[src/rtl/layer_stream_tx_x_pkg.sv]
// Shared defaults and state encoding for layer-input stream transmitters.
package layer_stream_tx_x_pkg;
  localparam int LST_WIDTH = 16;
  localparam int LST_LEN   = 24;
  localparam int LST_ADDR  = 5;

  typedef enum logic {
    IDLE   = 1'b0,
    STREAM = 1'b1
  } tx_state_t;
endpackage

[src/rtl/layer_stream_tx_x_memory1.sv]
// Single-port vector store: synchronous write, registered read that holds its
// value until the next read is issued.
module memory1
  import layer_stream_tx_x_pkg::*;
#(
  parameter int WIDTH = LST_WIDTH,
  parameter int LEN   = LST_LEN,
  parameter int ADDR  = LST_ADDR
) (
  input  logic             clk,
  input  logic             we,
  input  logic             re,
  input  logic [ADDR-1:0]  addr,
  input  logic [WIDTH-1:0] wdata,
  output logic [WIDTH-1:0] rdata
);

  logic [WIDTH-1:0] mem_q [LEN];
  logic [WIDTH-1:0] rdata_q;

  always_ff @(posedge clk) begin
    if (we) mem_q[addr] <= wdata;
    if (re) rdata_q <= mem_q[addr];
  end

  assign rdata = rdata_q;

endmodule

[src/rtl/layer_stream_tx_x.sv]
// Streams a stored LEN-word vector over a valid/ready handshake, one word per
// cycle when the receiver keeps up, holding data stable under back-pressure.
module layer_stream_tx_x
  import layer_stream_tx_x_pkg::*;
#(
  parameter int WIDTH = LST_WIDTH,
  parameter int LEN   = LST_LEN,
  parameter int ADDR  = LST_ADDR
) (
  input  logic                    clk,
  input  logic                    reset,
  input  logic                    wr_en,
  input  logic [ADDR-1:0]         wr_addr,
  input  logic [WIDTH-1:0]        wr_data,
  input  logic                    start,
  output logic                    busy,
  output logic                    done,
  output logic signed [WIDTH-1:0] m_data_out_x,
  output logic                    m_valid_x,
  input  logic                    m_ready_x
);

  localparam int CW = ADDR + 1;
  localparam logic [CW-1:0] LEN_C = CW'(LEN);
  localparam logic [CW-1:0] ONE_C = CW'(1);

  tx_state_t state_q, state_d;
  logic [CW-1:0] rd_ptr_q, rd_ptr_d;
  logic [CW-1:0] hs_cnt_q, hs_cnt_d;
  logic dv_q, dv_d;
  logic skid_vld_q, skid_vld_d;
  logic signed [WIDTH-1:0] skid_q, skid_d;
  logic done_q, done_d;

  logic mem_we, mem_re, issue, hs;
  logic [ADDR-1:0] mem_addr;
  logic [WIDTH-1:0] mem_rdata;

  // The memory read register is the front entry; skid_q is the second entry.
  memory1 #(.WIDTH(WIDTH), .LEN(LEN), .ADDR(ADDR)) u_mem (
    .clk   (clk),
    .we    (mem_we),
    .re    (mem_re),
    .addr  (mem_addr),
    .wdata (wr_data),
    .rdata (mem_rdata)
  );

  assign mem_addr     = mem_we ? wr_addr : rd_ptr_q[ADDR-1:0];
  assign m_valid_x    = dv_q || skid_vld_q;
  assign hs           = m_valid_x && m_ready_x;
  assign m_data_out_x = skid_vld_q ? skid_q : (dv_q ? $signed(mem_rdata) : '0);
  assign busy         = (state_q == STREAM);
  assign done         = done_q;

  always_comb begin
    state_d    = state_q;
    rd_ptr_d   = rd_ptr_q;
    hs_cnt_d   = hs_cnt_q;
    dv_d       = dv_q;
    skid_vld_d = skid_vld_q;
    skid_d     = skid_q;
    done_d     = 1'b0;
    mem_we     = 1'b0;
    mem_re     = 1'b0;
    issue      = 1'b0;

    case (state_q)
      IDLE: begin
        if (wr_en && ({1'b0, wr_addr} < LEN_C)) mem_we = 1'b1;
        if (start) begin
          state_d    = STREAM;
          rd_ptr_d   = '0;
          hs_cnt_d   = '0;
          dv_d       = 1'b0;
          skid_vld_d = 1'b0;
        end
      end

      STREAM: begin
        // A new read overwrites the front entry, so it is only issued while the
        // skid slot is free to catch a front word the receiver does not take.
        issue = (rd_ptr_q < LEN_C) && !skid_vld_q;
        if (issue) begin
          mem_re   = 1'b1;
          rd_ptr_d = rd_ptr_q + ONE_C;
        end

        if (skid_vld_q) begin
          if (hs) skid_vld_d = 1'b0;
        end else begin
          if (dv_q && !hs && issue) begin
            skid_d     = $signed(mem_rdata);
            skid_vld_d = 1'b1;
          end
          if (issue)   dv_d = 1'b1;
          else if (hs) dv_d = 1'b0;
        end

        if (hs) begin
          hs_cnt_d = hs_cnt_q + ONE_C;
          if (hs_cnt_q == LEN_C - ONE_C) begin
            state_d = IDLE;
            done_d  = 1'b1;
          end
        end
      end

      default: state_d = IDLE;
    endcase
  end

  always_ff @(posedge clk or posedge reset) begin
    if (reset) begin
      state_q    <= IDLE;
      rd_ptr_q   <= '0;
      hs_cnt_q   <= '0;
      dv_q       <= 1'b0;
      skid_vld_q <= 1'b0;
      done_q     <= 1'b0;
    end else begin
      state_q    <= state_d;
      rd_ptr_q   <= rd_ptr_d;
      hs_cnt_q   <= hs_cnt_d;
      dv_q       <= dv_d;
      skid_vld_q <= skid_vld_d;
      done_q     <= done_d;
    end
  end

  // Skid data is qualified by skid_vld_q and needs no reset.
  always_ff @(posedge clk) begin
    skid_q <= skid_d;
  end

endmodule

[config.mk]
export PLATFORM = sky130hd
export DESIGN_NAME = layer_stream_tx_x
export DESIGN_NICKNAME = d
export VERILOG_FILES = /design/src/rtl/layer_stream_tx_x_pkg.sv /design/src/rtl/layer_stream_tx_x_memory1.sv /design/src/rtl/layer_stream_tx_x.sv
export SDC_FILE = /design/constraint.sdc
export NUM_CORES = 1
export LEC_CHECK = 0
export ABC_CLOCK_PERIOD_IN_PS = 4150
export BUFFER_PORTS_ARGS = -buffer_cell sky130_fd_sc_hd__buf_2
export CAP_MARGIN = 20
export CORE_UTILIZATION = 60
export DETAILED_ROUTE_END_ITERATION = 7
export PLACE_DENSITY = 0.84
export SETUP_SLACK_MARGIN = 0.02
export SLEW_MARGIN = 20
export SYNTH_ARGS = -nofsm -noshare
export SYNTH_HDL_FRONTEND = slang
export SYNTH_SLANG_ARGS = --single-unit
[constraint.sdc]
create_clock -name clk -period 4.15 [get_ports clk]
set_clock_uncertainty 0.2 [all_clocks]
set_input_delay 0 -clock clk [delete_from_list [all_inputs] [get_ports clk]]
set_output_delay 0 -clock clk [all_outputs]
set_load 0.02 [all_outputs]
# --- Word-level counts from Yosys, hierarchy flattened ---
# Memory sizes are Yosys's and may differ from the RTL's. A register that Yosys moved wholly into a read port is not among the register bits.
# Index checks and enable logic that the tools add are counted.
totals:
  regBits: 32
  mem_bits_rw: 384
  input_bits: 26
  output_inout_bits: 19
  mem_count: 1
classes:
  n_addsub: 2
  magnitude_cmp: 2
  n_eq_ne: 6
  mux: 30
  bitwise: 2
  reduce_logical: 12
mem_list:
  columns: ["name", "words", "width", "read_ports", "rd_ports_with_merged_regs", "write_ports", "line", "source"]
  rows:
  - ["u_mem.mem_q", 24, 16, 1, 1, 1, "layer_stream_tx_x_memory1.sv:18", "logic [WIDTH-1:0] mem_q [LEN];"]
op_table:
  columns: ["cell", "n"]
  rows:
  - ["$mux 16", 2]
  - ["$pmux 6 s2", 2]
  - ["$mux 1", 19]
  - ["$mux 6", 3]
  - ["$add 6x1->6 const B", 2]
  - ["$eq 6x5->1 const B", 1]
  - ["$lt 6x5->1 const B", 1]
  - ["$pmux 1 s2", 3]
  - ["$reduce_and 3->1", 2]
  - ["$logic_and 1x1->1", 5]
  - ["$lt 5x5->1 const B", 1]
  - ["$mux 5", 1]
  - ["$ne 2x1->1 const B", 2]
  - ["$ne 2x2->1 const B", 2]
  - ["$reduce_and 2->1", 2]
  - ["$ne 3x1->1 const B", 1]
  - ["$logic_not 1->1", 2]
  - ["$not 1->1", 2]
  - ["$logic_or 1x1->1", 1]

# --- Depth between registers and ports, before layout ---
# Gate-level depths: netlist of run 1.
depth:
  depth_word: 8
  depth_mapped: 10
  depth_no_buf: 6

# --- Hierarchy ---
# From an unflattened synthesis of run 1, not the netlist that was laid out.
hier_totals:
  hier_cells: 829
  hier_area_um2: 16600.9
modules_own_cells:
  columns: ["module", "instances", "cells_each", "area_per_inst_um2", "seq_area_each_um2"]
  rows:
  - ["memory1", 1, 709, 15122.0, 12011.5]
  - ["layer_stream_tx_x", 1, 120, 1478.9, 880.8]

# --- Least setup slack after synthesis of run 1 ---
# OpenSTA, ideal clock, no wires.
synth_path:
  path_type: "register to register"
  from: "reg state_q (netlist: busy)"
  to: "mem u_mem.mem_q[19][0] (netlist name) (enable)"
  setup_time_ps: 409
  arrival_ps: 2767
  required_ps: 3541
  setup_slack_ps: 774
  path_stages_with_launch: 8
  n_path_buf: 3
  synth_period_minus_slack_ps: 3376
  cell_sequence: "dfrtp_1 and2b_1 buf_4 and3_1 buf_2 buf_1 nand2_1 nor3_1"
synth_via:
  elab_chain_len: 3
  word_cells_on_any_way: 4
synth_rtl:
  columns: ["element", "line", "source"]
  rows:
  - ["start: declaration", "layer_stream_tx_x.sv:27", "tx_state_t state_q, state_d;"]
  - ["start signal: assignment", "layer_stream_tx_x.sv:122", "state_q <= state_d;"]
  - ["$mux 1 (*)", "layer_stream_tx_x.sv:68", "case (state_q)"]
  - ["$mux 1", "layer_stream_tx_x_memory1.sv:22", "if (we) mem_q[addr] <= wdata;"]
  - ["$mux 1 (implied by the code)", "layer_stream_tx_x_memory1.sv:22", null]
  - ["end: declaration", "layer_stream_tx_x_memory1.sv:18", null]
# Every way passes the cells marked *; elsewhere a longest branch is shown, timed or not.

# --- Worst setup path in the final report of run 1 ---
layout_path:
  from: "reg state_q (netlist: busy)"
  to: "mem u_mem.mem_q[16][2] (netlist name) (enable)"
# Same word-level chain as after synthesis.

==> key figures, run 1 <==
Synth
  – Net Count, Synth: 1612
  – Cells after Synth: 1584
  – Cell type with the highest aggregate area in the netlist: sky130_fd_sc_hd__edfxtp_1
  – Distinct cell type count of the synthesized netlist: 54
  – YS warnings: 0
  – Seq cells post-synth: 432
  – Area share of the largest cell type after synthesis: 64.3%
  – Ys flop type: sky130_fd_sc_hd__edfxtp_1
  – Top cells by area, synth: sky130_fd_sc_hd__edfxtp_1, sky130_fd_sc_hd__nand2b_1, sky130_fd_sc_hd__nand3_1, sky130_fd_sc_hd__a211oi_1, sky130_fd_sc_hd__nand2_1
  – Cell Area, Synth: 19400 um2
  – Number of enable-type register cells in the synthesized netlist: 416
  – Average instance area after synthesis: 12.3 um2
  – Portion of the post-synthesis area used by sequential elements: 66.3%
  – Share of async-settable or async-resettable flops after synthesis: 3.70%

Clock network
  – Cts repair resizes: 0
  – Post-CTS Setup Inserts: 0
  – Max Root-Sink Buffers: 3
  – Clock Root Buffer: sky130_fd_sc_hd__clkbuf_16
  – CTS HTree Levels: 2
  – Hold-fix buffer count after cts: 23
  – Clock insertion delay at the later pin of the skew report: 0.55 ns
  – Num Clock Sinks: 432
  – Clock tree from TritonCTS: built
  – Clock Pin Slew Worst Setup and Hold Paths: 0.06 ns
  – Total clock buffers created by CTS: 44

STA
  – Transition at the pin with the smallest max-transition slack: 0.956 ns
  – Total negative setup slack: 0 ns
  – Final slew viol count: 0
  – Setup slack after layout: 0.613 ns
  – Worst hold slack: 0.130 ns
  – Min Tclk post-route: 3.54 ns
  – Share of the clock period used by the worst path: 85.2%
  – Number of hold violations in the final report: 0
  – Max-slew headroom at the worst pin: 36.1%
  – Peak Freq: 283 MHz
  – Setup repair after global routing missed its margin: no
  – Final count of negative-setup-slack endpoints: 0

Pwr
  – Static leakage power: 7.25 nW
  – Peak ir drop on the vdd network: 0.000351 V
  – Power density cells: 602 nW/um2

Setup path
  – Crit path max fanout: 22
  – Crit path capture type: register
  – Cells along the critical path: nand2b_2 -> o22a_1 -> buf_4 -> nand2_1 -> nor3_2 -> buf_4
  – Data required time at the worst endpoint: 4.20 ns
  – Cell mode on critical path: sky130_fd_sc_hd__buf_4
  – Delay contributed by the slowest stage of the critical path: 0.56 ns
  – Max stage delay cell, worst path: sky130_fd_sc_hd__nand2b_2
  – Arrival time of data at the critical path endpoint: 3.59 ns
  – Kind of cell adding the most delay to the critical path: simple AND/OR/NAND/NOR gates
  – Setup Crit Path Kind: reg2reg
  – Critical path buffer and inverter count: 2
  – Category of the worst setup path launch point: register

Global routing
  – Number of global-route vias before repair: 13700
  – Wire length of the first global-routing pass: 79000 um
  – Number of antenna violations at the first check in global routing: 1
  – Aggregate global routing overflow: 0
  – Maximum number of pins on one net before global-route repair: 81
  – Total global routing track utilization: 31.4%

Detailed routing
  – DR iter-0 viols: 2374
  – Final ANT Viol Nets: 0
  – Via density: 7.01
  – Routed wire length: 51800 um
  – First-pass iteration count of the detailed router: 6
  – Wire per inst: 25.2 um
  – Via count: 14400
  – Number of DRC violations after detailed routing: 0

Placed design
  – Detailed placement HPWL: 31600 um
  – DP Worst Slack: 0.768 ns
  – RePlAce Congestion: 0.893
  – Count of input and output buffers: 44

Flow run
  – Reported max-cap violation count: 0

Floorplan
  – Core ar.: 31700 um2
  – Die area: 33100 um2
  – Vert. Die Dim: 182 um
  – Std-Cell Rows: 65
  – Number of primary I/O pins: 45
  – Initial Utilization: 61.3%
  – Die Span X: 182 um

Layout
  – NumNets Final: 1652
  – Layout Utilization: 68.6%
  – Ant diodes: 0
  – Share of cells above drive strength 1: 12.5%
  – P&R area growth vs syn: 11.9%

Hold path
  – Type of the most critical hold path: in2reg

Outcome
  – Run status: completed
## path summary, 6_finish.rpt
path                                       from                  to  slack, ns  depth (start not counted)
max in group asynchronous                 reset         rd_ptr_q[0]       2.86                          4
worst min register to register  u_mem.rdata[13]          skid_q[13]       0.26                          0
worst min-delay path                 wr_addr[2]  u_mem.mem_q[19][1]       0.13                          5
min in group asynchronous                 reset         rd_ptr_q[3]       0.44                          4
worst max register to register             busy  u_mem.mem_q[16][2]       0.61                          6
worst max-delay path                       busy  u_mem.mem_q[16][2]       0.61                          6
## final cells by class
| class | count | area [um2] |
|---|---|---|
| repair buffers | 138 | 998 |
| clock inverters | 27 | 201 |
| fillers | 2089 | 9960 |
| well taps | 402 | 503 |
| clock buffers | 48 | 1120 |
| inverters | 3 | 11.3 |
| multi-input cells | 1005 | 6030 |
| flip-flops and latches | 432 | 12900 |
## routing by layer
metal	vias to the layer above	share of wire (%)	routed length [um]	GRT usage (%)
met1	6855	35	18100	40.9
met5	-	0.025	13	0
met4	2	5.5	2870	17.0
li1	6179	-	-	-
met2	1161	48	24800	50.9
met3	201	12	6110	5.27
## power breakdown
group / switching (mW) / total (mW) / internal (mW)
combinational: 2.54 / 3.97 / 1.44
sequential: 0.341 / 5.45 / 5.11
clock: 1.61 / 3.67 / 2.06
## cell usage in the layout, fill, tap and decap left out, types with 11 or more instances in the layout
| cell type | count |
|---|---|
| sky130_fd_sc_hd__and3_1 | 11 |
| sky130_fd_sc_hd__nor2_1 | 30 |
| sky130_fd_sc_hd__a22o_1 | 17 |
| sky130_fd_sc_hd__a211oi_1 | 71 |
| sky130_fd_sc_hd__o211ai_1 | 46 |
| sky130_fd_sc_hd__buf_4 | 71 |
| sky130_fd_sc_hd__o22ai_1 | 34 |
| sky130_fd_sc_hd__a22oi_1 | 62 |
| sky130_fd_sc_hd__o21ai_0 | 103 |
| sky130_fd_sc_hd__dlygate4sd3_1 | 23 |
| sky130_fd_sc_hd__buf_2 | 43 |
| sky130_fd_sc_hd__dfrtp_1 | 15 |
| sky130_fd_sc_hd__nand2_1 | 140 |
| sky130_fd_sc_hd__nand2b_1 | 132 |
| sky130_fd_sc_hd__a221o_1 | 21 |
| sky130_fd_sc_hd__edfxtp_1 | 416 |
| sky130_fd_sc_hd__a31oi_1 | 30 |
| sky130_fd_sc_hd__clkbuf_16 | 44 |
| sky130_fd_sc_hd__a21oi_1 | 61 |
| sky130_fd_sc_hd__clkinv_1 | 16 |
| sky130_fd_sc_hd__nand3_1 | 164 |
## registers in the layout, indices dropped and copies added, names as in the netlist
signal       flops
rd_ptr_q         6
busy             1
u_mem.rdata     16
skid_vld_q       1
dv_q             1
hs_cnt_q         6
u_mem.mem_q    384
done             1
skid_q          16
## cells by family after synthesis
| group | share of synthesized area, % |
|---|---|
| and+or+nand+nor | 13.3 |
| AOI/OAI and AO/OA | 16.2 |
| DFF | 66.3 |
| buffers and inverters | 3.26 |
| muxes | 0.515 |
| xor gates and xnor gates | 0.270 |
| adders and majority gates | 0.129 |
## worst reg2reg max path, cell delays in order, from the launching register on
cell and delay [ns]:
sky130_fd_sc_hd__dfrtp_1 0.54, sky130_fd_sc_hd__nand2b_2 0.56, sky130_fd_sc_hd__o22a_1 0.52, sky130_fd_sc_hd__buf_4 0.27
sky130_fd_sc_hd__nand2_1 0.27, sky130_fd_sc_hd__nor3_2 0.56, sky130_fd_sc_hd__buf_4 0.31
## cell usage after synthesis, types with 2 or more instances
cell	number
sky130_fd_sc_hd__a211oi_1	71
sky130_fd_sc_hd__a21boi_0	3
sky130_fd_sc_hd__a21o_1	2
sky130_fd_sc_hd__a21oi_1	61
sky130_fd_sc_hd__a221o_1	21
sky130_fd_sc_hd__a221oi_1	5
sky130_fd_sc_hd__a22o_1	17
sky130_fd_sc_hd__a22oi_1	62
sky130_fd_sc_hd__a311oi_1	2
sky130_fd_sc_hd__a31oi_1	30
sky130_fd_sc_hd__and2_1	2
sky130_fd_sc_hd__and3_1	13
sky130_fd_sc_hd__buf_1	8
sky130_fd_sc_hd__buf_2	23
sky130_fd_sc_hd__buf_4	3
sky130_fd_sc_hd__buf_6	4
sky130_fd_sc_hd__clkbuf_1	105
sky130_fd_sc_hd__dfrtp_1	16
sky130_fd_sc_hd__edfxtp_1	416
sky130_fd_sc_hd__ha_1	2
sky130_fd_sc_hd__inv_1	3
sky130_fd_sc_hd__mux2_2	8
sky130_fd_sc_hd__nand2_1	142
sky130_fd_sc_hd__nand2b_1	133
sky130_fd_sc_hd__nand3_1	166
sky130_fd_sc_hd__nand4_1	3
sky130_fd_sc_hd__nand4b_1	2
sky130_fd_sc_hd__nor2_1	31
sky130_fd_sc_hd__nor3_1	11
sky130_fd_sc_hd__nor3b_1	3
sky130_fd_sc_hd__o211ai_1	46
sky130_fd_sc_hd__o21a_1	2
sky130_fd_sc_hd__o21ai_0	103
sky130_fd_sc_hd__o21ai_1	7
sky130_fd_sc_hd__o22ai_1	34
sky130_fd_sc_hd__o32ai_1	2
sky130_fd_sc_hd__xor2_1	5
## per-stage QoR
stage | power, mW | area (um2) | std cells
finish | 13.1 | 21800 | 2055
global route | 13.6 | 21800 | 2055
CTS | 13.0 | 21800 | 2055
detailed placement | 9.35 | 20200 | 1957
global placement | 9.18 | 20200 | 1957
floorplan | 8.11 | 19400 | 1584
No activity file was read; power rests on OpenSTA's default activity.
==> run 2: changes to the inputs <==
--- a/config.mk
+++ b/config.mk
@@ -5,7 +5,7 @@
 export SDC_FILE = /design/constraint.sdc
 export NUM_CORES = 1
 export LEC_CHECK = 0
-export ABC_CLOCK_PERIOD_IN_PS = 4150
+export ABC_CLOCK_PERIOD_IN_PS = 4100
 export BUFFER_PORTS_ARGS = -buffer_cell sky130_fd_sc_hd__buf_2
 export CAP_MARGIN = 20
 export CORE_UTILIZATION = 60
==> constraint.sdc (replaced) <==
create_clock -name clk -period 4.1 [get_ports clk]
set_clock_uncertainty 0.2 [all_clocks]
set_input_delay 0 -clock clk [delete_from_list [all_inputs] [get_ports clk]]
set_output_delay 0 -clock clk [all_outputs]
set_load 0.02 [all_outputs]
==> key figures, run 2 (same netlist as run 1, synthesis figures left out) <==
Global routing
  – Maximum number of pins on one net before global-route repair: 76 (-6.2%)
  – Number of global-route vias before repair: 13900 (+1.3%)
  – Aggregate global routing overflow: 0 (unchanged)
  – Total global routing track utilization: 32.8% (+1.4 points)
  – Number of antenna violations at the first check in global routing: 1 (unchanged)
  – Wire length of the first global-routing pass: 81400 um (+3.0%)

STA
  – Min Tclk post-route: 3.61 ns (+0.0762 ns)
  – Share of the clock period used by the worst path: 88.1% (+2.9 points)
  – Peak Freq: 277 MHz (-2.1%)
  – Max-slew headroom at the worst pin: 35.0% (-1.1 points)
  – Final count of negative-setup-slack endpoints: 0 (unchanged)
  – Transition at the pin with the smallest max-transition slack: 0.974 ns (+0.0172 ns)
  – Final slew viol count: 0 (unchanged)
  – Total negative setup slack: 0 ns (unchanged)
  – Number of hold violations in the final report: 0 (unchanged)
  – Setup repair after global routing missed its margin: no

Floorplan
  – Number of primary I/O pins: 45 (unchanged)
  – Die area: 33100 um2 (unchanged)
  – Vert. Die Dim: 182 um (unchanged)
  – Std-Cell Rows: 65 (unchanged)
  – Initial Utilization: 61.3% (unchanged)
  – Core ar.: 31700 um2 (unchanged)
  – Die Span X: 182 um (unchanged)

Hold path
  – Min-Delay Endpoint: dv_q
  – Worst Hold Depth: 5 (unchanged)
  – Type of the most critical hold path: in2reg
  – Start point of the worst hold path: start

Detailed routing
  – Final ANT Viol Nets: 0 (unchanged)
  – Via count: 14600 (+1.5%)
  – Wire per inst: 26.6 um (+5.4%)
  – Via density: 7.13 (+1.7%)
  – Routed wire length: 54500 um (+5.2%)
  – First-pass iteration count of the detailed router: 7 (+1)
  – Number of DRC violations after detailed routing: 0 (unchanged)
  – DR iter-0 viols: 2514 (+5.9%)

Clock network
  – Num Clock Sinks: 432 (unchanged)
  – Cts repair resizes: 0 (unchanged)
  – Max Root-Sink Buffers: 3 (unchanged)
  – Clock Pin Slew Worst Setup and Hold Paths: 0.06 ns (about the same)
  – Clock Root Buffer: sky130_fd_sc_hd__clkbuf_16
  – Clock tree from TritonCTS: built
  – Clock insertion delay at the later pin of the skew report: 0.56 ns (about the same)
  – CTS HTree Levels: 2 (unchanged)
  – Total clock buffers created by CTS: 44 (unchanged)

Setup path
  – Setup Crit Path Kind: reg2reg
  – Worst setup slack for register-to-register paths: 0.49 ns (-0.13 ns)
  – Terminus of the critical flop-to-flop path: u_mem.rdata[7]
  – Category of the worst setup path launch point: register
  – Crit path max fanout: 18 (-18%)
  – Data required time at the worst endpoint: 4.18 ns (-0.02 ns)
  – Start point of the critical path: busy
  – Crit path capture type: register
  – Arrival time of data at the critical path endpoint: 3.69 ns (+0.10 ns)
  – Start of the worst register-to-register path: busy
  – Number of cells on the worst reg-to-reg path: 6 (unchanged)

Layout
  – Area occupied by registers: 12900 um2 (unchanged)
  – Most common cell after layout, fill and taps aside: sky130_fd_sc_hd__edfxtp_1
  – Ant diodes: 0 (unchanged)
  – P&R area growth vs syn: 12.2%
  – Register with the most flip-flops: u_mem.mem_q
  – Share of cells above drive strength 1: 12.5% (+0.038 points)
  – NumNets Final: 1641 (-0.67%)
  – Final standard cell count with taps included and fillers excluded: 2050 (-0.24%)
  – Number of flip-flops under the largest register name: 384 (unchanged)
  – Number of fill cells: 2054 (-1.7%)
  – Layout Utilization: 68.8% (+0.15 points)
  – Most used cells in the layout excluding fill and tap cells: sky130_fd_sc_hd__edfxtp_1, sky130_fd_sc_hd__nand3_1, sky130_fd_sc_hd__nand2_1
  – Area of the multi-input gates: 6040 um2 (+0.12%)

Placed design
  – Number of cells in the design after placement: 1946 (-0.56%)
  – Detailed placement HPWL: 31400 um (-0.54%)
  – RePlAce Congestion: 0.950 (+6.4%)
  – Count of input and output buffers: 44 (unchanged)

Pwr
  – Static leakage power: 7.26 nW (+0.20%)
  – Peak ir drop on the vdd network: 0.000420 V (+20%)
  – Power density cells: 624 nW/um2 (+3.7%)

Outcome
  – Run status: completed

Flow run
  – Reported max-cap violation count: 0 (unchanged)
[run 2: cell types whose count changed in the layout (fill, tap and decap cells not counted), sizes merged]
cell	before	now
buf	115	104
bufinv	2	3
clkbuf	48	58
clkinv	21	17
inv	6	5
[run 2: cell type report]
class / instances / share of cell area [%]
Inverter: 3 / 0.0516
Sequential cell: 432 / 59.1
Timing Repair Buffer: 127 / 4.26
Tap cell: 402 / 2.31
Multi-Input combinational cell: 1005 / 27.7
Clock inverter: 23 / 0.987
Clock buffer: 58 / 5.57
[run 2: power breakdown]
part	internal, mW	total (mW)	switching [mW]	leakage, nW
Sequential	5.17	5.49	0.314	3.95
Combinational	1.42	4.16	2.74	2.61
Clock	2.28	3.96	1.67	0.700
Total	8.88	13.6	4.73	7.26
[run 2: worst max-delay path: stages (launching register included)]
cell	delay, ns
sky130_fd_sc_hd__dfrtp_1	0.50
sky130_fd_sc_hd__nand2b_2	0.35
sky130_fd_sc_hd__o22ai_1	0.67
sky130_fd_sc_hd__or4_1	0.75
sky130_fd_sc_hd__a21oi_1	0.16
sky130_fd_sc_hd__a31oi_1	0.50
sky130_fd_sc_hd__o211ai_1	0.21
[run 2: timing repair]
action | CTS | global route
setup endpoints to repair | 0 | 0
buffers inserted | 0 | 0
hold buffers | 23 | 0
hold endpoints to repair | 439 | 0
[run 2: how the worst max path moves through the flow]
stage	slack [ns]	end	cells after the start
2_1_floorplan	0.72	u_mem.mem_q[19][0]	7
5_1_grt	0.48	u_mem.rdata[7]	6
6_report	0.49	u_mem.rdata[7]	6
3_5_place_dp	0.65	u_mem.rdata[2]	6
4_1_cts	0.67	u_mem.rdata[10]	6
3_3_place_gp	0.79	u_mem.rdata[10]	6
[run 2: routing by layer]
| layer | share of wire [%] | global-route usage [%] | up-vias | wire, um |
|---|---|---|---|---|
| met3 | 13 | 6.80 | 252 | 7110 |
| met4 | 6.0 | 18.1 | 2 | 3260 |
| met2 | 46 | 51.2 | 1258 | 25300 |
| met1 | 35 | 43.2 | 6925 | 18800 |
| met5 | 0.024 | 0 | - | 13 |
| li1 | - | - | 6175 | - |
[run 2: per-stage QoR]
stage	cell area (um2)	hold slack (ns)	setup WS, ns	total power [mW]
floorplan	19400	-0.286	0.724	8.20
global placement	20100	-0.117	0.788	9.36
detailed placement	20100	-0.103	0.654	9.51
CTS	21800	0.149	0.666	13.4
global route	21800	0.221	0.478	14.0
finish	21800	0.182	0.487	13.6
